## config.mk

```make
export PLATFORM = sky130hd
export DESIGN_NAME = processor_debug_host
export DESIGN_NICKNAME = d
export VERILOG_FILES = /design/src/rtl/processor_debug_pkg.sv /design/src/rtl/processor_debug_host_sat_counter.sv /design/src/rtl/processor_debug_host.sv
export SDC_FILE = /design/constraint.sdc
export NUM_CORES = 1
export LEC_CHECK = 0
export BUFFER_PORTS_ARGS = -buffer_cell sky130_fd_sc_hd__buf_2
export CORE_UTILIZATION = 36
export CTS_CLUSTER_SIZE = 25
export DETAILED_ROUTE_END_ITERATION = 10
export GPL_ROUTABILITY_DRIVEN = 0
export PLACE_DENSITY = 0.57
export SYNTH_ARGS = -nofsm -noshare
export SYNTH_HDL_FRONTEND = slang
export SYNTH_HIERARCHICAL = 1
export SYNTH_SLANG_ARGS = --single-unit
```

## constraint.sdc

```tcl
create_clock -name clock -period 4.2 [get_ports clock]
set_clock_uncertainty 0.15 [all_clocks]
set_input_delay 1.26 -clock clock [delete_from_list [all_inputs] [get_ports clock]]
set_output_delay 1.26 -clock clock [all_outputs]
set_load 0.1 [all_outputs]
```

## src/rtl/processor_debug_pkg.sv

```systemverilog
// Shared types and constants for the host-side processor debug controller.
package processor_debug_pkg;

  typedef enum logic [1:0] {
    DBG_STATUS      = 2'd0,
    DBG_READ_REG    = 2'd1,
    DBG_CONTINUE    = 2'd2,
    DBG_RUN_TO_WAIT = 2'd3
  } dbg_op_e;

  typedef enum logic [2:0] {
    ST_IDLE,
    ST_SETTLE,
    ST_RUN,
    ST_PULSE,
    ST_GAP,
    ST_RESP
  } dbg_state_e;

  localparam logic [3:0] DBG_REG_IP = 4'd8;

endpackage

```

## src/rtl/processor_debug_host_sat_counter.sv

```systemverilog
// Clear/enable counter that sticks at all-ones instead of wrapping.
module debug_sat_counter #(
  parameter int unsigned WIDTH = 8
) (
  input  logic             clock,
  input  logic             reset,
  input  logic             clear,
  input  logic             enable,
  output logic [WIDTH-1:0] count
);

  always_ff @(posedge clock) begin
    if (reset || clear) begin
      count <= '0;
    end else if (enable && (count != '1)) begin
      count <= count + 1'b1;
    end
  end

endmodule

```

## src/rtl/processor_debug_host.sv

```systemverilog
// Host-side sequencer for the processor wait/continue and debug-register
// readout; one response word per accepted command.
module processor_debug_host
  import processor_debug_pkg::*;
#(
  parameter int unsigned WORD_SIZE      = 18,
  parameter int unsigned SETTLE_CYCLES  = 2,
  parameter int unsigned CYCLE_CNT_SIZE = 18
) (
  input  logic                 clock,
  input  logic                 reset,
  input  logic                 cmd_valid,
  output logic                 cmd_ready,
  input  logic [1:0]           cmd_op,
  input  logic [3:0]           cmd_reg,
  output logic                 rsp_valid,
  input  logic                 rsp_ready,
  output logic [WORD_SIZE-1:0] rsp_data,
  output logic                 rsp_error,
  input  logic                 wait_for_continue,
  output logic                 wait_continue_execution,
  output logic                 debug_get_param,
  output logic [3:0]           debug_reg_addr,
  input  logic [WORD_SIZE-1:0] debug_data_out
);

  localparam int unsigned SETTLE_W = $clog2(SETTLE_CYCLES + 1);
  localparam logic [SETTLE_W-1:0] SETTLE_LAST = SETTLE_W'(SETTLE_CYCLES - 1);

  dbg_state_e state, state_next;

  logic                      accept;
  logic [3:0]                reg_q;
  logic [WORD_SIZE-1:0]      rsp_data_q, rsp_data_d;
  logic                      rsp_error_q, rsp_error_d;
  logic                      rsp_load;
  logic [SETTLE_W-1:0]       settle_cnt;
  logic [CYCLE_CNT_SIZE-1:0] run_cnt;
  logic [WORD_SIZE-1:0]      run_word;

  assign cmd_ready = (state == ST_IDLE) && !reset;
  assign accept    = cmd_valid && cmd_ready;
  assign rsp_data  = rsp_data_q;
  assign rsp_error = rsp_error_q;

  debug_sat_counter #(.WIDTH(SETTLE_W)) u_settle_cnt (
    .clock  (clock),
    .reset  (reset),
    .clear  (accept),
    .enable (state == ST_SETTLE),
    .count  (settle_cnt)
  );

  debug_sat_counter #(.WIDTH(CYCLE_CNT_SIZE)) u_run_cnt (
    .clock  (clock),
    .reset  (reset),
    .clear  (accept),
    .enable ((state == ST_RUN) && !wait_for_continue),
    .count  (run_cnt)
  );

  generate
    if (CYCLE_CNT_SIZE >= WORD_SIZE) begin : g_run_trunc
      assign run_word = run_cnt[WORD_SIZE-1:0];
    end else begin : g_run_zext
      assign run_word = {{(WORD_SIZE - CYCLE_CNT_SIZE){1'b0}}, run_cnt};
    end
  endgenerate

  always_ff @(posedge clock) begin
    if (reset) begin
      state <= ST_IDLE;
    end else begin
      state <= state_next;
    end
  end

  always_ff @(posedge clock) begin
    if (reset) begin
      reg_q       <= '0;
      rsp_data_q  <= '0;
      rsp_error_q <= 1'b0;
    end else begin
      if (accept) begin
        reg_q <= cmd_reg;
      end
      if (rsp_load) begin
        rsp_data_q  <= rsp_data_d;
        rsp_error_q <= rsp_error_d;
      end
    end
  end

  // The op decision is made at acceptance, so later states only need reg_q.
  always_comb begin
    state_next              = state;
    rsp_load                = 1'b0;
    rsp_data_d              = '0;
    rsp_error_d             = 1'b0;
    rsp_valid               = (state == ST_RESP);
    wait_continue_execution = (state == ST_PULSE);
    debug_get_param         = (state == ST_SETTLE);
    debug_reg_addr          = (state == ST_SETTLE) ? reg_q : '0;

    case (state)
      ST_IDLE: begin
        if (accept) begin
          rsp_load = 1'b1;
          case (dbg_op_e'(cmd_op))
            DBG_STATUS: begin
              state_next = ST_RESP;
              rsp_data_d = WORD_SIZE'(wait_for_continue);
            end
            DBG_READ_REG: begin
              if (wait_for_continue && (cmd_reg <= DBG_REG_IP)) begin
                state_next = ST_SETTLE;
              end else begin
                state_next  = ST_RESP;
                rsp_error_d = 1'b1;
              end
            end
            DBG_CONTINUE: begin
              if (wait_for_continue) begin
                state_next = ST_PULSE;
              end else begin
                state_next  = ST_RESP;
                rsp_error_d = 1'b1;
              end
            end
            default: state_next = ST_RUN;
          endcase
        end
      end
      ST_SETTLE: begin
        if (settle_cnt == SETTLE_LAST) begin
          rsp_load   = 1'b1;
          rsp_data_d = debug_data_out;
          state_next = ST_RESP;
        end
      end
      ST_RUN: begin
        if (wait_for_continue) begin
          rsp_load   = 1'b1;
          rsp_data_d = run_word;
          state_next = ST_RESP;
        end
      end
      ST_PULSE: state_next = ST_GAP;
      ST_GAP:   state_next = ST_RESP;
      ST_RESP: begin
        if (rsp_ready) begin
          state_next = ST_IDLE;
        end
      end
      default: state_next = ST_IDLE;
    endcase
  end

endmodule

```

==> impl_metrics.yaml, run 1 <==
sta:
  worstMarginPinSlew_ns: 0.6324
  period_needed_ns: 3.532
  fmax_mhz: 283.1
  final.setup.tns_ns: 0
  slew-limit-headroom_pct: 57.52
  drv_slew: 0
  hold_viol_final: 0
  setup_violations: 0
  grt_setup_unrepaired: "no"
  finalCritPeriodShare_pct: 84.09
finish:
  drive_gt1_share_pct: 27.44
  syn_to_final_growth_pct: 18.02
  antenna_cells: 0
  fin_util_pct: 44.40
  nFillCells: 664
  fin_nets: 351
clock_tree:
  cts.sinks: 46
  ctsHoldBuffers: 0
  cts_tree: "built"
  clk_latency_ns: 0.30
  post_cts_buffers: 0
  postCtsResizedCells: 0
  cts_root_buffer: "clkbuf_8"
  h-tree-depth: 2
  clk_pin_slew_ns: 0.09
  cts_buffers: 5
  clockBufferDepth: 2
synth:
  ys_types: 53
  synth-seq-cells: 46
  synth.most_common_cell: "dfxtp_1"
  seq_area_frac_synth_pct: 38.11
  synth_warnings: 6
  avgSynthCellArea_um2: 9.222
  yosysTopAreaCell: "dfxtp_1"
  async_flop_share_pct: 0
  synthTopCellsByCount: "dfxtp_1, nand2_1, a22oi_1"
  synthFlopType: "dfxtp_1"
  synth_area_um2: 2416
  synth_area_leaders: "dfxtp_1, o2bb2ai_1, a22oi_1, nand2_1, mux2i_1"
  netlist.area_leader.share_pct: 38.11
  syn-instance-count: 262
  synth_edf_count: 0
  synth.net_count: 297
worst_setup_path:
  required_ns: 2.79
  crit_arrival_ns: 2.12
  path_max_fanout: 3
  worstSetupPathType: "primary input to primary output"
  worst_r2r_startpoint: "state[1]"
  rr_worst_depth: 7
  r2r_slack_ns: 1.72
  critPathLaunchType: "primary input"
  r2r_end: "u_run_cnt/count[14]"
  end_kind: "primary output"
worst_hold_path:
  min_from: "reg_q[3]"
  hold_path.class: "flop to flop"
  whs_endpoint: "reg_q[3]"
  hold_depth: 2
global_route:
  grt_pass1_wl_um: 10020
  grt_pass1_vias: 2084
  grt_start_max_net_pins: 34
  overflow: 0
  grt_usage_pct: 17.68
  antenna_found_initial: 0
  use_met2_pct: 29.36
  gr-usage-met1_pct: 23.55
  grt_util_met3_pct: 2.868
  top_usage_layer: "met2"
run_status:
  status: "finished, violations left"
  violations: "design-rule violations"
route:
  drt-total-wl_um: 5854
  postRouteAntennaNets: 0
  firstDrtPassIters: 8
  vias: 2213
  drc_errors: 8
  vias_per_cell: 5.617
  wire_per_inst_um: 14.86
  drt_iter0_markers: 113
pwr:
  ir_drop_uv: 223.3
  power_density_nw_per_um2: 368.0
  finalPower_mw: 1.049
  total_leakage_power_nw: 1.157
floorplan:
  die-area_um2: 7043
  rows: 29
  initial_utilization_pct: 37.62
  core-area_um2: 6422
  pin_count: 56
  die_w_um: 83.92
  die_h_um: 83.92
placed_design:
  hpwl_um: 4189
  place.port_buffers: 55
job:
  maxCapViolCount: 0
metal layers:
layer  vias to the layer above  routed length (um)  share of wire, %
met2                        48                2790                48
met1                      1049                2788                48
met3                         4                 228               3.9
met4                         0                  46              0.79
li1                       1112                   -                 -
met5                         -                   0                 0
power breakdown:
group | internal, mW | switching, mW
registers | 0.455 | 0.0266
logic | 0.0753 | 0.197
clock network | 0.136 | 0.159
how the worst max path moves through the flow:
stage	endpoint	cells after the start	slack (ns)	startpoint
after floorplan	u_run_cnt/count[15]	8	0.44	reset
after global placement	cmd_ready	3	0.66	reset
after detailed placement	cmd_ready	3	0.66	reset
after CTS	cmd_ready	3	0.66	reset
after global routing	cmd_ready	3	0.62	reset
final	cmd_ready	3	0.67	reset
cell families after synthesis:
| family | after synthesis | share of synthesized area [%] |
|---|---|---|
| muxes | 9 | 3.729 |
| AOI/OAI and AO/OA | 77 | 24.03 |
| buffers and inverters | 25 | 5.645 |
| and+or+nand+nor | 98 | 25.01 |
| adders and majority gates | 6 | 3.107 |
| DFF | 46 | 38.11 |
| xor gates and xnor gates | 1 | 0.3626 |
metrics by stage:
stage / std cells / hold WS (ns) / setup WS (ns) / area, um^2
2_1_floorplan: 262 / 0.2795 / 0.4402 / 2427
3_3_place_gp: 386 / 0.2912 / 0.6573 / 2753
3_5_place_dp: 386 / 0.2921 / 0.6602 / 2753
4_1_cts: 394 / 0.3080 / 0.6574 / 2851
5_1_grt: 394 / 0.3334 / 0.6206 / 2851
6_report: 394 / 0.3038 / 0.6682 / 2851
cells in the final DEF, fill, tap and decap left out, drive strengths merged, types with 7 or more instances in the layout:
cell type  netlist  layout
buf             12      62
dfxtp           46      46
nand2           36      36
a22oi           18      18
o2bb2ai         17      17
inv             10      11
nor3            10      10
a21oi            9       9
nand3            9       9
mux2i            9       9
a31oi            7       7
or3              7       7
area by class of cell:
class / instances / area (um^2) / area share, %
clock inverter: 2 / 16.27 / 0.5704
timing repair buffer: 62 / 327.8 / 11.50
clock buffer: 6 / 82.58 / 2.896
tap: 77 / 96.34 / 3.379
inverter: 10 / 37.54 / 1.316
sequential: 46 / 920.9 / 32.29
multi-input combinational: 191 / 1370 / 48.05
worst max-delay path: stages:
cell	delay [ns]
buf_2	0.12
nor4_4	0.24
buf_2	0.50
sequential cells by signal, indices dropped and copies added (netlist names):
name / count
u_settle_cnt/count: 2
state: 3
rsp_error: 1
u_run_cnt/count: 18
rsp_data: 18
reg_q: 4
Note: power is estimated with default switching activity, not from simulation.
==> run 2: changes to the inputs <==
- clock period: 4.2 -> 3.46 ns (I/O delays scaled with it)
==> impl_metrics.yaml, run 2 (synthesis results as in run 1) <==
global_route:
  grt_pass1_vias: 2023
  antenna_found_initial: 0
  overflow: 0
  grt_usage_pct: 17.84
  grt_pass1_wl_um: 10050
  grt_start_max_net_pins: 34
worst_setup_path:
  path_max_fanout: 3
  cp.buffers_inverters: 2
  cp_cell_sequence: "buf_2 > nor4_4 > buf_12"
  crit_arrival_ns: 1.77
  cpLargestDelayFamily: "simple AND/OR/NAND/NOR gates"
  critPathLaunchType: "primary input"
  end_kind: "primary output"
  required_ns: 2.27
  slowest_delay_ns: 0.38
  worstSetupPathType: "primary input to primary output"
  cp_slowest_cell: "nor4_4"
route:
  drc_errors: 3
  firstDrtPassIters: 7
  drt-total-wl_um: 6054
  vias_per_cell: 5.599
  drt_iter0_markers: 141
  wire_per_inst_um: 15.37
  vias: 2206
  postRouteAntennaNets: 0
clock_tree:
  post_cts_buffers: 0
  cts_buffers: 5
  clockBufferDepth: 2
  ctsHoldBuffers: 0
  clk_pin_slew_ns: 0.09
  cts_tree: "built"
  cts.sinks: 46
  cts_root_buffer: "clkbuf_8"
  h-tree-depth: 2
  clk_latency_ns: 0.31
  postCtsResizedCells: 0
run_status:
  violations: "design-rule violations"
  status: "finished, violations left"
floorplan:
  die_w_um: 83.92
  rows: 29
  pin_count: 56
  core-area_um2: 6422
  die-area_um2: 7043
  die_h_um: 83.92
  initial_utilization_pct: 37.62
finish:
  layout.cells.non_filler: 394
  nFillCells: 631
  fin_nets: 351
  final_area_um2: 2910
  syn_to_final_growth_pct: 20.46
  final_cell_mix: "buf_2, dfxtp_1, nand2_1"
  mostFrequentLayoutCell: "buf_2"
  fin_util_pct: 45.31
  antenna_cells: 0
  drive_gt1_share_pct: 28.71
sta:
  finalCritPeriodShare_pct: 85.40
  layout_setup_ws_ns: 0.5053
  hold_viol_final: 0
  slew-limit-headroom_pct: 31.56
  setup_violations: 0
  final.setup.tns_ns: 0
  drv_slew: 0
  period_needed_ns: 2.955
  fmax_mhz: 338.4
  fin_hold_ws_ns: 0.3124
  grt_setup_unrepaired: "no"
  worstMarginPinSlew_ns: 1.019
placed_design:
  place_inst: 386
  place.port_buffers: 55
  place_ws_ns: 0.4902
  hpwl_um: 4258
  place_area_um2: 2773
pwr:
  ir_drop_uv: 210.1
  power_density_nw_per_um2: 485.4
  finalPower_mw: 1.413
  total_leakage_power_nw: 1.185
job:
  maxCapViolCount: 0
worst_hold_path:
  hold_path.class: "flop to flop"
==> run 2: path summary, 6_finish.rpt <==
kind	cells after the start	end	slack, ns	startpoint
worst max-delay path	3	cmd_ready	0.51	reset
worst min-delay path	2	reg_q[3]	0.31	reg_q[3]
worst max register to register	7	u_run_cnt/count[14]	0.92	state[1]
worst min register to register	2	reg_q[3]	0.31	reg_q[3]
==> run 2: power breakdown <==
| part | internal, mW | leakage, nW | switching, mW |
|---|---|---|---|
| registers | 0.553 | 0.372 | 0.0248 |
| logic | 0.101 | 0.745 | 0.248 |
| clock network | 0.290 | 0.0683 | 0.197 |
| total | 0.943 | 1.19 | 0.470 |
==> run 2: per-layer routing <==
metal | wire length [um] | GRT usage [%]
met5 | 0 | 0
met2 | 2776 | 28.91
met4 | 74 | 5.956
met1 | 2973 | 23.84
met3 | 230 | 3.264
==> run 2: worst register-to-register path: stages (launching register included) <==
cell	delay, ns
dfxtp_1	0.67
nand2b_4	0.11
nor3_1	0.18
buf_4	0.19
inv_1	0.06
or4_4	0.56
or4_1	0.41
a21oi_1	0.14
==> run 2: area by class of cell <==
type                    count  area (um^2)  area share (%)
clock buffers               5        68.82           2.365
clock inverters             3        68.82           2.365
inverters                  10        37.54           1.290
multi-input cells         191         1375           47.25
flip-flops and latches     46        920.9           31.64
well taps                  77        96.34           3.310
repair buffers             62        342.8           11.78
==> run 3: changes to the inputs <==
- CORE_UTILIZATION: 36 -> 53
- PLACE_DENSITY: 0.57 -> 0.79
==> impl_metrics.yaml, run 3 (synthesis results as in run 1) <==
route:
  drt_iter0_markers: 156
  vias_per_cell: 5.978
  drc_errors: 0
  firstDrtPassIters: 5
  wire_per_inst_um: 15.22
  drt-total-wl_um: 5585
  vias: 2194
  postRouteAntennaNets: 0
worst_setup_path:
  crit_cells: 4
  required_ns: 2.27
  cp.buffers_inverters: 2
  worstSetupPathType: "flop to primary output"
  r2r_slack_ns: 0.91
  crit_arrival_ns: 1.96
  end_kind: "primary output"
  slowest_delay_ns: 0.62
  r2r_end: "u_run_cnt/count[13]"
  rr_worst_depth: 7
  critPathLaunchType: "flop"
  cp_cell_sequence: "inv_2 > nor3_4 > and2_2 > buf_2"
  startpoint: "state[0]"
  cpLargestDelayFamily: "flip-flops"
  path_max_fanout: 11
  cp_slowest_cell: "dfxtp_1"
  worst_r2r_startpoint: "state[1]"
sta:
  fmax_mhz: 317.2
  drv_slew: 0
  final.setup.tns_ns: 0
  grt_setup_unrepaired: "no"
  fin_hold_ws_ns: 0.3094
  period_needed_ns: 3.152
  hold_viol_final: 0
  slew-limit-headroom_pct: 30.22
  setup_violations: 0
  worstMarginPinSlew_ns: 1.039
  finalCritPeriodShare_pct: 91.11
pwr:
  power_density_nw_per_um2: 463.5
  ir_drop_uv: 246.0
  total_leakage_power_nw: 1.165
floorplan:
  die-area_um2: 4832
  initial_utilization_pct: 55.49
  die_h_um: 69.52
  core-area_um2: 4354
  pin_count: 56
  die_w_um: 69.52
  rows: 24
clock_tree:
  ctsHoldBuffers: 0
  cts_buffers: 5
  cts.sinks: 46
  clk_latency_ns: 0.30
  post_cts_buffers: 0
  h-tree-depth: 2
  clk_pin_slew_ns: 0.09
  postCtsResizedCells: 0
  cts_tree: "built"
  cts_root_buffer: "clkbuf_8"
  clockBufferDepth: 2
worst_hold_path:
  min_from: "reg_q[1]"
  hold_path.class: "flop to flop"
  hold_depth: 2
  whs_endpoint: "reg_q[1]"
finish:
  syn_to_final_growth_pct: 17.35
  regArea_um2: 920.9
  final_area_um2: 2835
  antenna_cells: 0
  fin_nets: 349
  final_cell_mix: "buf_2, dfxtp_1, nand2_1"
  multi_input_area_um2: 1375
  nFillCells: 364
  mostFrequentLayoutCell: "buf_2"
  drive_gt1_share_pct: 28.25
global_route:
  grt_usage_pct: 24.17
  grt_start_max_net_pins: 34
  grt_pass1_wl_um: 9473
  antenna_found_initial: 0
  grt_pass1_vias: 1968
  overflow: 0
placed_design:
  hpwl_um: 3818
  place_area_um2: 2726
  place.port_buffers: 55
job:
  maxCapViolCount: 0
run_status:
  status: "completed"
## run 3: cell types whose count changed in the layout (fill, tap and decap cells not counted), sizes merged
cell,previous run,this run
bufinv,2,1
buf,62,60
clkinv,1,2
## run 3: worst max-delay path by stage
stage,end,slack [ns]
after floorplan,u_run_cnt/count[13],0.05
after global placement,cmd_ready,0.52
after detailed placement,cmd_ready,0.50
after CTS,debug_reg_addr[0],0.30
after global routing,debug_reg_addr[0],0.18
final,debug_reg_addr[0],0.31
## run 3: final cells by class
| type | count | share of cell area [%] |
|---|---|---|
| repair buffers | 60 | 11.56 |
| multi-input cells | 191 | 48.50 |
| clock inverters | 3 | 1.412 |
| inverters | 10 | 1.324 |
| well taps | 52 | 2.295 |
| clock buffers | 5 | 2.427 |
| flip-flops and latches | 46 | 32.48 |
## run 3: power by group
part           leakage (nW)  internal (mW)  switching [mW]
Combinational         0.735         0.0958           0.241
Clock                0.0579          0.213           0.180
Sequential            0.372          0.553          0.0317
## run 3: metrics by stage
| step | util, % | power, mW | std cells | worst slack [ns] |
|---|---|---|---|---|
| final | 65.11 | 1.314 | 367 | 0.3077 |
| after global routing | 65.11 | 1.371 | 367 | 0.1764 |
| after CTS | 65.11 | 1.328 | 367 | 0.2979 |
| after detailed placement | 62.61 | 0.9326 | 359 | 0.4964 |
| after global placement | 62.61 | 0.9263 | 359 | 0.5174 |
| after floorplan | - | 0.8692 | 262 | 0.04923 |
## run 3: tightest hold or removal path, delay by kind of cell (launching register included)
family        cells  cell delay, ns
flops             1            0.31
simple gates      2            0.11
## run 3: metal layers
metal / share of wire [%] / global-route usage, % / vias up
li1: - / - / 1098
met1: 47 / 34.80 / 1030
met2: 47 / 36.35 / 59
met3: 5.0 / 5.669 / 7
met4: 1.1 / 6.122 / 0
met5: 0 / 0 / -
